[src/rtl/fifo_ctrl_pkg.sv]
// Shared types and constants for the FIFO controller and its output buffer.
package fifo_ctrl_pkg;

    // Number of words the registered output buffer can hold.
    localparam int OUTBUF_DEPTH = 2;

    // Occupancy of the output buffer; the encoding is also the word count.
    typedef enum logic [1:0] {
        EMPTY = 2'd0,
        ONE   = 2'd1,
        TWO   = 2'd2
    } buf_state_t;

    // Word count held in the output buffer for a given state.
    function automatic logic [1:0] buf_occupancy(input buf_state_t s);
        return 2'(s);
    endfunction

endpackage

[src/rtl/fifo_ctrl_if.sv]
// Write-side and read-side streaming handshake of the FIFO controller.
// master: the producer/consumer environment; slave: the controller.
interface fifo_ctrl_if #(
    parameter int WIDTH = 8
);
    logic [WIDTH-1:0] in_data;
    logic             in_valid;
    logic             in_ready;
    logic [WIDTH-1:0] out_data;
    logic             out_valid;
    logic             out_ready;

    modport master (
        output in_data, in_valid, out_ready,
        input  in_ready, out_data, out_valid
    );

    modport slave (
        input  in_data, in_valid, out_ready,
        output in_ready, out_data, out_valid
    );
endinterface

[src/rtl/fifo_ctrl_outbuf.sv]
// Two-entry registered output buffer. The oldest word (head) is always the
// one presented on out_data; a capture fills the next free slot and a pop
// shifts the tail into the head.
module fifo_ctrl_outbuf
    import fifo_ctrl_pkg::*;
#(
    parameter int WIDTH = 8
) (
    input  logic             clk,
    input  logic             rst,
    input  logic             capture_i,
    input  logic [WIDTH-1:0] cap_data_i,
    input  logic             pop_i,
    output logic [WIDTH-1:0] out_data_o,
    output logic             out_valid_o,
    output logic [1:0]       buf_count_o
);
    buf_state_t       state_q, state_d;
    logic [WIDTH-1:0] head_q, head_d;
    logic [WIDTH-1:0] tail_q, tail_d;
    logic             valid_q;

    // State and storage registers; reset empties the buffer and zeroes out_data.
    always_ff @(posedge clk or posedge rst) begin
        if (rst) begin
            state_q <= EMPTY;
            head_q  <= '0;
            tail_q  <= '0;
            valid_q <= 1'b0;
        end else begin
            state_q <= state_d;
            head_q  <= head_d;
            tail_q  <= tail_d;
            valid_q <= (state_d != EMPTY);
        end
    end

    // Next state: capture adds one, pop removes one, both together keep the count.
    always_comb begin
        state_d = state_q;
        head_d  = head_q;
        tail_d  = tail_q;
        case (state_q)
            EMPTY: begin
                if (capture_i) begin
                    head_d  = cap_data_i;
                    state_d = ONE;
                end
            end
            ONE: begin
                if (capture_i && pop_i) begin
                    head_d = cap_data_i;
                end else if (capture_i) begin
                    tail_d  = cap_data_i;
                    state_d = TWO;
                end else if (pop_i) begin
                    state_d = EMPTY;
                end
            end
            TWO: begin
                if (pop_i) begin
                    head_d = tail_q;
                    if (capture_i) begin
                        tail_d = cap_data_i;
                    end else begin
                        state_d = ONE;
                    end
                end
            end
            default: begin
                state_d = EMPTY;
            end
        endcase
    end

    assign out_data_o  = head_q;
    assign out_valid_o = valid_q;
    assign buf_count_o = buf_occupancy(state_q);

endmodule

[src/rtl/fifo_ctrl.sv]
// FIFO controller in front of an external synchronous memory with a
// one-cycle read latency. Holds the write/read pointers, the memory word
// count and the fetch logic; a two-entry output buffer hides the read
// latency so a continuous stream runs at one word per cycle.
// Optional build macro FIFO_CTRL_LEVEL_EN adds a registered 'level' output
// giving the total number of words held (memory + in flight + buffer).
module fifo_ctrl
    import fifo_ctrl_pkg::*;
#(
    parameter int WIDTH = 8,
    parameter int DEPTH = 16,
    parameter int ADDR  = $clog2(DEPTH)
) (
    input  logic             clk,
    input  logic             rst,
    fifo_ctrl_if.slave       bus,
    output logic [WIDTH-1:0] mem_write_data,
    output logic [ADDR-1:0]  mem_write_addr,
    output logic             mem_write_en,
    output logic [ADDR-1:0]  mem_read_addr,
    input  logic [WIDTH-1:0] mem_read_data,
    output logic             full,
    output logic             empty
`ifdef FIFO_CTRL_LEVEL_EN
    ,
    output logic [$clog2(DEPTH+3)-1:0] level
`endif
);
    localparam logic [ADDR:0] DEPTH_CNT = (ADDR+1)'(DEPTH);
    localparam logic [2:0]    OCC_MAX   = 3'(OUTBUF_DEPTH);

    logic [ADDR-1:0] wr_ptr_q, wr_ptr_d;
    logic [ADDR-1:0] rd_ptr_q, rd_ptr_d;
    logic [ADDR:0]   mem_count_q, mem_count_d;
    logic            pend_q, pend_d;
    logic            full_q, full_d;
    logic            empty_q, empty_d;
    logic            push, pop, fetch;
    logic [1:0]      buf_count;
    logic [2:0]      occ;

    // Push is refused whenever the memory is full, even if a fetch frees a slot now.
    assign bus.in_ready   = !full_q && !rst;
    assign push           = bus.in_valid && bus.in_ready;
    assign pop            = bus.out_valid && bus.out_ready;

    assign mem_write_en   = push;
    assign mem_write_addr = wr_ptr_q;
    assign mem_write_data = bus.in_data;
    assign mem_read_addr  = rd_ptr_q;

    assign full           = full_q;
    assign empty          = empty_q;

    // Fetch decision and pointer/count updates. mem_count_q only reflects words
    // written on earlier edges, so a same-cycle push is never fetched.
    always_comb begin
        occ         = {1'b0, buf_count} + {2'b00, pend_q};
        fetch       = (mem_count_q != '0) &&
                      ((occ < OCC_MAX) || ((occ == OCC_MAX) && pop));
        wr_ptr_d    = push  ? wr_ptr_q + 1'b1 : wr_ptr_q;
        rd_ptr_d    = fetch ? rd_ptr_q + 1'b1 : rd_ptr_q;
        mem_count_d = mem_count_q + {{ADDR{1'b0}}, push} - {{ADDR{1'b0}}, fetch};
        pend_d      = fetch;
        full_d      = (mem_count_d == DEPTH_CNT);
        empty_d     = (mem_count_d == '0);
    end

    // Control registers; pend is cleared by reset so a returning read is dropped.
    always_ff @(posedge clk or posedge rst) begin
        if (rst) begin
            wr_ptr_q    <= '0;
            rd_ptr_q    <= '0;
            mem_count_q <= '0;
            pend_q      <= 1'b0;
            full_q      <= 1'b0;
            empty_q     <= 1'b1;
        end else begin
            wr_ptr_q    <= wr_ptr_d;
            rd_ptr_q    <= rd_ptr_d;
            mem_count_q <= mem_count_d;
            pend_q      <= pend_d;
            full_q      <= full_d;
            empty_q     <= empty_d;
        end
    end

    fifo_ctrl_outbuf #(
        .WIDTH (WIDTH)
    ) u_outbuf (
        .clk         (clk),
        .rst         (rst),
        .capture_i   (pend_q),
        .cap_data_i  (mem_read_data),
        .pop_i       (pop),
        .out_data_o  (bus.out_data),
        .out_valid_o (bus.out_valid),
        .buf_count_o (buf_count)
    );

`ifdef FIFO_CTRL_LEVEL_EN
    localparam int LVL_W = $clog2(DEPTH + 3);

    logic [LVL_W-1:0] level_q, level_d;
    logic [1:0]       buf_count_d;

    // Total words held after this edge: memory, read in flight, output buffer.
    always_comb begin
        buf_count_d = buf_count + {1'b0, pend_q} - {1'b0, pop};
        level_d     = LVL_W'(mem_count_d) + LVL_W'(pend_d) + LVL_W'(buf_count_d);
    end

    // Level register.
    always_ff @(posedge clk or posedge rst) begin
        if (rst) begin
            level_q <= '0;
        end else begin
            level_q <= level_d;
        end
    end

    assign level = level_q;
`endif

endmodule

[src/flat_wrapper.sv]
// flat-port wrapper written by rule: the top's interface ports become plain ports
module fifo_ctrl_flat import fifo_ctrl_pkg::*;
#(
    parameter int WIDTH = 8,
    parameter int DEPTH = 16,
    parameter int ADDR  = $clog2(DEPTH)
)
  (clk, rst, mem_write_data, mem_write_addr, mem_write_en, mem_read_addr, mem_read_data, full, empty, bus_in_data, bus_in_valid, bus_out_ready, bus_in_ready, bus_out_data, bus_out_valid);
  fifo_ctrl_if #(.WIDTH(WIDTH)) bus_i ();
  input  logic clk;
  input  logic rst;
  output logic [WIDTH-1:0] mem_write_data;
  output logic [ADDR-1:0] mem_write_addr;
  output logic mem_write_en;
  output logic [ADDR-1:0] mem_read_addr;
  input  logic [WIDTH-1:0] mem_read_data;
  output logic full;
  output logic empty;
  input wire logic [$bits(bus_i.in_data)-1:0] bus_in_data;
  input wire logic [$bits(bus_i.in_valid)-1:0] bus_in_valid;
  input wire logic [$bits(bus_i.out_ready)-1:0] bus_out_ready;
  output wire logic [$bits(bus_i.in_ready)-1:0] bus_in_ready;
  output wire logic [$bits(bus_i.out_data)-1:0] bus_out_data;
  output wire logic [$bits(bus_i.out_valid)-1:0] bus_out_valid;
  assign bus_i.in_data = bus_in_data;
  assign bus_i.in_valid = bus_in_valid;
  assign bus_i.out_ready = bus_out_ready;
  assign bus_in_ready = bus_i.in_ready;
  assign bus_out_data = bus_i.out_data;
  assign bus_out_valid = bus_i.out_valid;
  fifo_ctrl #(.WIDTH(WIDTH), .DEPTH(DEPTH), .ADDR(ADDR)) u_core (.clk(clk), .rst(rst), .bus(bus_i), .mem_write_data(mem_write_data), .mem_write_addr(mem_write_addr), .mem_write_en(mem_write_en), .mem_read_addr(mem_read_addr), .mem_read_data(mem_read_data), .full(full), .empty(empty));
endmodule
[config.mk]
export PLATFORM = sky130hd
export DESIGN_NAME = fifo_ctrl_flat
export DESIGN_NICKNAME = d
export VERILOG_FILES = /design/src/rtl/fifo_ctrl_pkg.sv /design/src/rtl/fifo_ctrl_if.sv /design/src/rtl/fifo_ctrl_outbuf.sv /design/src/rtl/fifo_ctrl.sv /design/src/flat_wrapper.sv
export SDC_FILE = /design/constraint.sdc
export NUM_CORES = 1
export LEC_CHECK = 0
export BUFFER_PORTS_ARGS = -buffer_cell sky130_fd_sc_hd__clkbuf_2
export CAP_MARGIN = 5
export CORE_MARGIN = 4
export CORE_UTILIZATION = 45
export CTS_BUF_LIST = sky130_fd_sc_hd__clkbuf_16
export DETAILED_ROUTE_END_ITERATION = 10
export GPL_TIMING_DRIVEN = 0
export PLACE_DENSITY = 0.7
export SLEW_MARGIN = 30
export SYNTH_ARGS = -nofsm -noshare
export SYNTH_HDL_FRONTEND = slang
export SYNTH_SLANG_ARGS = --single-unit
[constraint.sdc]
create_clock -name clk -period 4.25 [get_ports clk]
set_clock_uncertainty 0.1 [all_clocks]
set_input_delay 0.425 -clock clk [delete_from_list [all_inputs] [get_ports clk]]
set_output_delay 0.425 -clock clk [all_outputs]
set_load 0.01 [all_outputs]
Yosys cells after proc, flatten, opt, wreduce, memory -nomap -nowiden
Index checks and enable logic that the tools add are counted.
{"block": "op_classes", "addsub": 5, "order_cmp": 1, "eq_ne": 8, "mux": 15, "reduce_logical": 17}
{"operator": "$mux 8", "count": 6}
{"operator": "$pmux 8 s3", "count": 1}
{"operator": "$pmux 8 s2", "count": 1}
{"operator": "$mux 2", "count": 6}
{"operator": "$add 4x1->4 const B", "count": 2}
{"operator": "$logic_and 1x1->1", "count": 6}
{"operator": "$pmux 2 s3", "count": 1}
{"operator": "$add 5x1->5", "count": 1}
{"operator": "$eq 5x5->1 const B", "count": 1}
{"operator": "$logic_not 5->1", "count": 1}
{"operator": "$reduce_bool 5->1", "count": 1}
{"operator": "$sub 5x1->5", "count": 1}
{"operator": "$ne 2x1->1 const B", "count": 2}
{"operator": "$ne 2x2->1 const B", "count": 2}
{"operator": "$reduce_and 4->1", "count": 1}
{"operator": "$reduce_bool 2->1", "count": 2}
{"operator": "$add 2x1->3", "count": 1}
{"operator": "$eq 3x2->1 const B", "count": 1}
{"operator": "$lt 3x2->1 const B", "count": 1}
{"operator": "$reduce_and 3->1", "count": 1}
{"operator": "$reduce_bool 3->1", "count": 1}
{"operator": "$eq 2x1->1 const B", "count": 1}
{"operator": "$eq 2x2->1 const B", "count": 1}
{"operator": "$logic_not 1->1", "count": 2}
{"operator": "2 further kinds", "count": 2}
{"block": "totals", "regBits": 35, "input_bits": 20, "out_inout_bits": 29, "wordCells": 56}

Depth between registers and ports, before layout
{"block": "logic_depth", "depth_word": 7, "ltp_mapped": 14, "mapped_depth_nobuf": 14}

Modules after synthesis
From an unflattened synthesis, not the netlist that was laid out.
{"block": "unflattened", "hier_cells": 142, "area_unflattened_um2": 1863.0}
{"module": "fifo_ctrl_outbuf", "n_inst": 1, "cells_per_inst": 60, "area_each_um2": 944.7}
{"module": "fifo_ctrl", "n_inst": 1, "cells_per_inst": 82, "area_each_um2": 918.4}

Worst setup path before layout
No wires, ideal clock.
{"block": "synth_timing", "path_kind": "reg2reg", "startpoint": "register u_core.u_outbuf.state_q[0] (netlist: u_core.u_outbuf.buf_count_o[0])", "endpoint": "register u_core.empty_q (netlist: u_core.empty)", "setup_time_ns": 0.097, "arrival_ns": 3.181, "t_required_ns": 4.053, "path_slack_ns": 0.872, "path_stages_with_launch": 15, "n_path_buf": 0, "synth_period_minus_slack_ns": 3.378, "path_cell_list": "dfrtp_1 ha_1 inv_1 ha_1 or3b_4 a211oi_4 ha_1 inv_1 ha_1 inv_1 fa_1 nand2b_1 a21oi_1 xnor2_1 nor4_1"}
{"block": "synth_between", "elab_chain_cells": 7, "word_cells_on_any_way": 8}
{"element": "from (decl)", "line_no": "fifo_ctrl_outbuf.sv:18", "rtl": "buf_state_t state_q, state_d;"}
{"element": "from (signal assigned)", "line_no": "fifo_ctrl_outbuf.sv:31", "rtl": "state_q <= state_d;"}
{"element": "$add 2x1->3 *", "line_no": "fifo_ctrl.sv:58", "rtl": "occ = {1'b0, buf_count} + {2'b00, pend_q};"}
{"element": "branches (longest 2 deep; another with $lt 3x2->1)"}
{"element": "$logic_or 1x1->1 *", "line_no": "fifo_ctrl.sv:60", "rtl": "((occ < OCC_MAX) || ((occ == OCC_MAX) && pop));"}
{"element": "$logic_and 1x1->1 *", "line_no": "fifo_ctrl.sv:59", "rtl": "fetch = (mem_count_q != '0) &&"}
{"element": "named net u_core.fetch", "line_no": "fifo_ctrl.sv:38", "rtl": "logic push, pop, fetch;"}
{"element": "$sub 5x1->5 *", "line_no": "fifo_ctrl.sv:63", "rtl": "mem_count_d = mem_count_q + {{ADDR{1'b0}}, push} - {{ADDR{1'b0}}, fetch};"}
{"element": "named net u_core.mem_count_d[4]", "line_no": "fifo_ctrl.sv:34", "rtl": "logic [ADDR:0] mem_count_q, mem_count_d;"}
{"element": "$logic_not 5->1 *", "line_no": "fifo_ctrl.sv:66", "rtl": "empty_d = (mem_count_d == '0);"}
{"element": "named net u_core.empty_d", "line_no": "fifo_ctrl.sv:37", "rtl": "logic empty_q, empty_d;"}
{"element": "to (signal assigned)", "line_no": "fifo_ctrl.sv:84", "rtl": "empty_q <= empty_d;"}
{"element": "to (decl)", "line_no": "fifo_ctrl.sv:37"}
Mark *: on every way through the listed nets, which the timed path passes.
A chain may end at the register's enable or synchronous reset.

Worst setup path in the final report
Ends and elaborated chain as after synthesis.

==> results.yml <==
outcome:
  status: "finished, final reports clean"
sta:
  tns_ps: 0
  maxSlewViolCount: 0
  hold_viol_final: 0
  timing.final.crit_share_pct: 86.4
  worst_pin_slew_ps: 698
  fin_ws_ps: 579
  setup_viol_count_final: 0
  fmax_mhz: 272
  relSlewSlack_pct: 53.4
  rsz0062_at_grt: "no"
  fin_crit_ps: 3670
critical_path:
  criticalPathCategory: "reg2reg"
  r2r_end: "u_core.empty"
  cp_max_fo: 8
  required_ps: 4320
  r2r_setup_slack_ps: 580
  critPathTopFamily: "adder cells"
  reg2regPathDepth: 14
  crit_arrival_ps: 3750
  crit_path_start: "u_core.u_outbuf.buf_count_o[0]"
  startpoint_type: "flip-flop"
  max_stage_delay_ps: 460
  worst-path-buf-inv: 3
  crit_cells: 14
  path_cells: "ha_1, inv_1, ha_1, or3b_4, a211oi_4, ha_1, inv_1, ha_1, inv_1, fa_1, nand2b_1, a21oi_1, xnor2_1, nor4_1"
  critical_path.most_common_cell: "ha_1"
  crit_path_end: "u_core.empty"
  slowest_stage: "dfrtp_1"
  crit_path_end_kind: "flip-flop"
  reg2reg_from: "u_core.u_outbuf.buf_count_o[0]"
global_routing:
  grt-ovfl-total: 0
  grt_usage_pct: 14.0
  grt_start_max_net_pins: 36
  grt_pass1_wl_um: 5720
  grt_antenna_before_repair: 0
  first_global_vias: 1286
pwr:
  ir_drop_mv: 0.478
  power.switching_uw: 739
  power_frac_comb_pct: 48.8
  power.density_mw_per_mm2: 856
  p_int_uw: 1160
  pwr-share-seq_pct: 33.5
  pwr-share-clk_pct: 17.8
  swShare_pct: 39.0
  power.leakage_uw: 0.00113
yosys:
  yosysTopAreaCell: "dfrtp_1"
  async_reset_ff_share_pct: 100
  syn-num-nets: 189
  avgSynthCellArea_um2: 11.7
  yosys_warnings: 0
  synth_area_mm2: 0.00181
  synth_seq_cells: 35
  yosysTopAreaCellShare_pct: 47.0
  synth_edf_count: 0
  ys_seq_area_share_pct: 48.4
  yosysUniqueCellTypes: 34
  ys_top_cells_by_area: "dfrtp_1, ha_1, mux2_1"
  synthCells: 155
  ys.flop_type: "dfrtp_1"
cts:
  clockBufferDepth: 2
  htree_levels: 2
  cts_made_buffers: 5
  cts_tree: "done"
  root_buffer: "clkbuf_16"
  clk_pin_slew_ps: 50
  clk_latency_ps: 270
  postCtsSetupRepairBufs: 0
  hold_buffers: 0
  clkSinkCount: 35
  cts-resized-gates: 0
die:
  fp.dieH_um: 71.4
  rows: 22
  die_w_um: 71.4
  ios: 49
  start_util_pct: 48.0
  die-area_mm2: 0.00510
  core_area_mm2: 0.00377
detailed_routing:
  totalWireLength_um: 3210
  drc: 0
  viasPerCell: 4.96
  first_pass_iters: 4
  vias: 1246
  antenna_left: 0
  drt_iter0_markers: 45
  wl_per_cell_um: 12.8
placement:
  dp_cells: 243
  numPortBuffers: 40
  gp_congestion: 0.786
  place_hpwl_um: 2480
  post-place-ws_ps: 552
  placed_area_mm2: 0.00207
final_layout:
  fin_nets: 236
  area_delta_synth_final_pct: 22.2
  diodes: 0
  layout-drive-gt1-share_pct: 32.5
  fin_area_mm2: 0.00221
  postLayoutCoreUtil_pct: 58.7
  final-instance-count-excl-fill: 251
flow_run:
  drv_cap: 0
worst_hold_path:
  hold_class: "in2async"
==> cell type report <==
type / count / area (um^2)
sequential: 35 / 877
buffer: 11 / 73.8
multi-input combinational: 95 / 807
tap: 48 / 60.1
fill: 332 / 1560
clock inverter: 3 / 16.3
clock buffer: 5 / 125
inverter: 14 / 52.6
timing repair buffer: 40 / 200
==> per-layer routing <==
layer	track usage, %	wire length [um]
met5	0	0
met4	4.38	23
met3	4.21	189
met2	24.6	1730
met1	16.3	1260
==> worst min-delay path by stage <==
| stage | start | endpoint | slack [ps] | cells past startpoint |
|---|---|---|---|---|
| after detailed placement | u_core.mem_write_addr[3] | u_core.mem_write_addr[3] | 360 | 1 |
| after CTS | rst | u_core.u_outbuf.tail_q[6] | 200 | 2 |
| after global placement | u_core.mem_write_addr[3] | u_core.mem_write_addr[3] | 360 | 1 |
| after global routing | rst | u_core.u_outbuf.tail_q[6] | 260 | 2 |
| after floorplan | u_core.u_outbuf.tail_q[0] | u_core.u_outbuf.tail_q[0] | 360 | 1 |
| final | rst | u_core.mem_write_addr[0] | 160 | 2 |
==> worst reg2reg max path: cells and delay by family, from the launching register on <==
family          cells  cell delay (ps)
compound gates      2              550
xor+xnor            1              110
fa+ha+maj           5             1350
buf+inv             3              170
flops               1              460
simple gates        3              830
==> state kept, by name, summed over array words and instances (netlist names) <==
name and cells:
u_core.u_outbuf.out_data_o 8, u_core.mem_read_addr 4, u_core.u_outbuf.tail_q 8, u_core.full 1, u_core.mem_count_q 5, u_core.u_outbuf.out_valid_o 1
u_core.pend_q 1, u_core.mem_write_addr 4, u_core.u_outbuf.buf_count_o 2, u_core.empty 1
==> synth_stat cells, drive strengths merged (2+ instances only) <==
master / count
nand4: 2
nand2b: 3
a21oi: 13
buf: 10
inv: 14
nor2: 14
xnor2: 7
dfrtp: 34
mux2i: 8
mux2: 10
a21o: 2
xor2: 4
ha: 13
nand2: 4
o32ai: 2
==> through the flow <==
step,power [uW],hold WS (ps)
after CTS,1930,198
final,1890,163
after global routing,2080,258
after detailed placement,1570,364
after floorplan,1310,364
after global placement,1510,359
==> cells in the final DEF, fill, tap and decap left out, types with 3 or more instances in the layout <==
cell        n
xor2_1      4
buf_4       8
xnor2_1     7
nand2_1     4
clkbuf_16   5
nor2_1     14
inv_1      13
ha_1       13
mux2_1     10
mux2i_1     8
dfrtp_1    34
a21oi_1    12
clkbuf_2   40
nand2b_1    3
==> power by group through the flow <==
stage	combinational, uW	sequential, uW	clock, uW
finish	924	634	336
global route	1060	661	364
CTS	944	636	346
detailed placement	928	641	0
global placement	883	628	0
floorplan	658	656	0
==> cell families (layout without fill, tap and decap cells) <==
group	after synthesis	count (layout)	synth area share, %
xor+xnor	11	11	5.32
compound gates	21	21	9.54
simple gates	31	31	8.98
mux	18	18	10.6
buf+inv	25	73	6.98
flops	35	35	48.4
fa+ha+maj	14	14	10.1
Power figures use the tool's default switching activity.
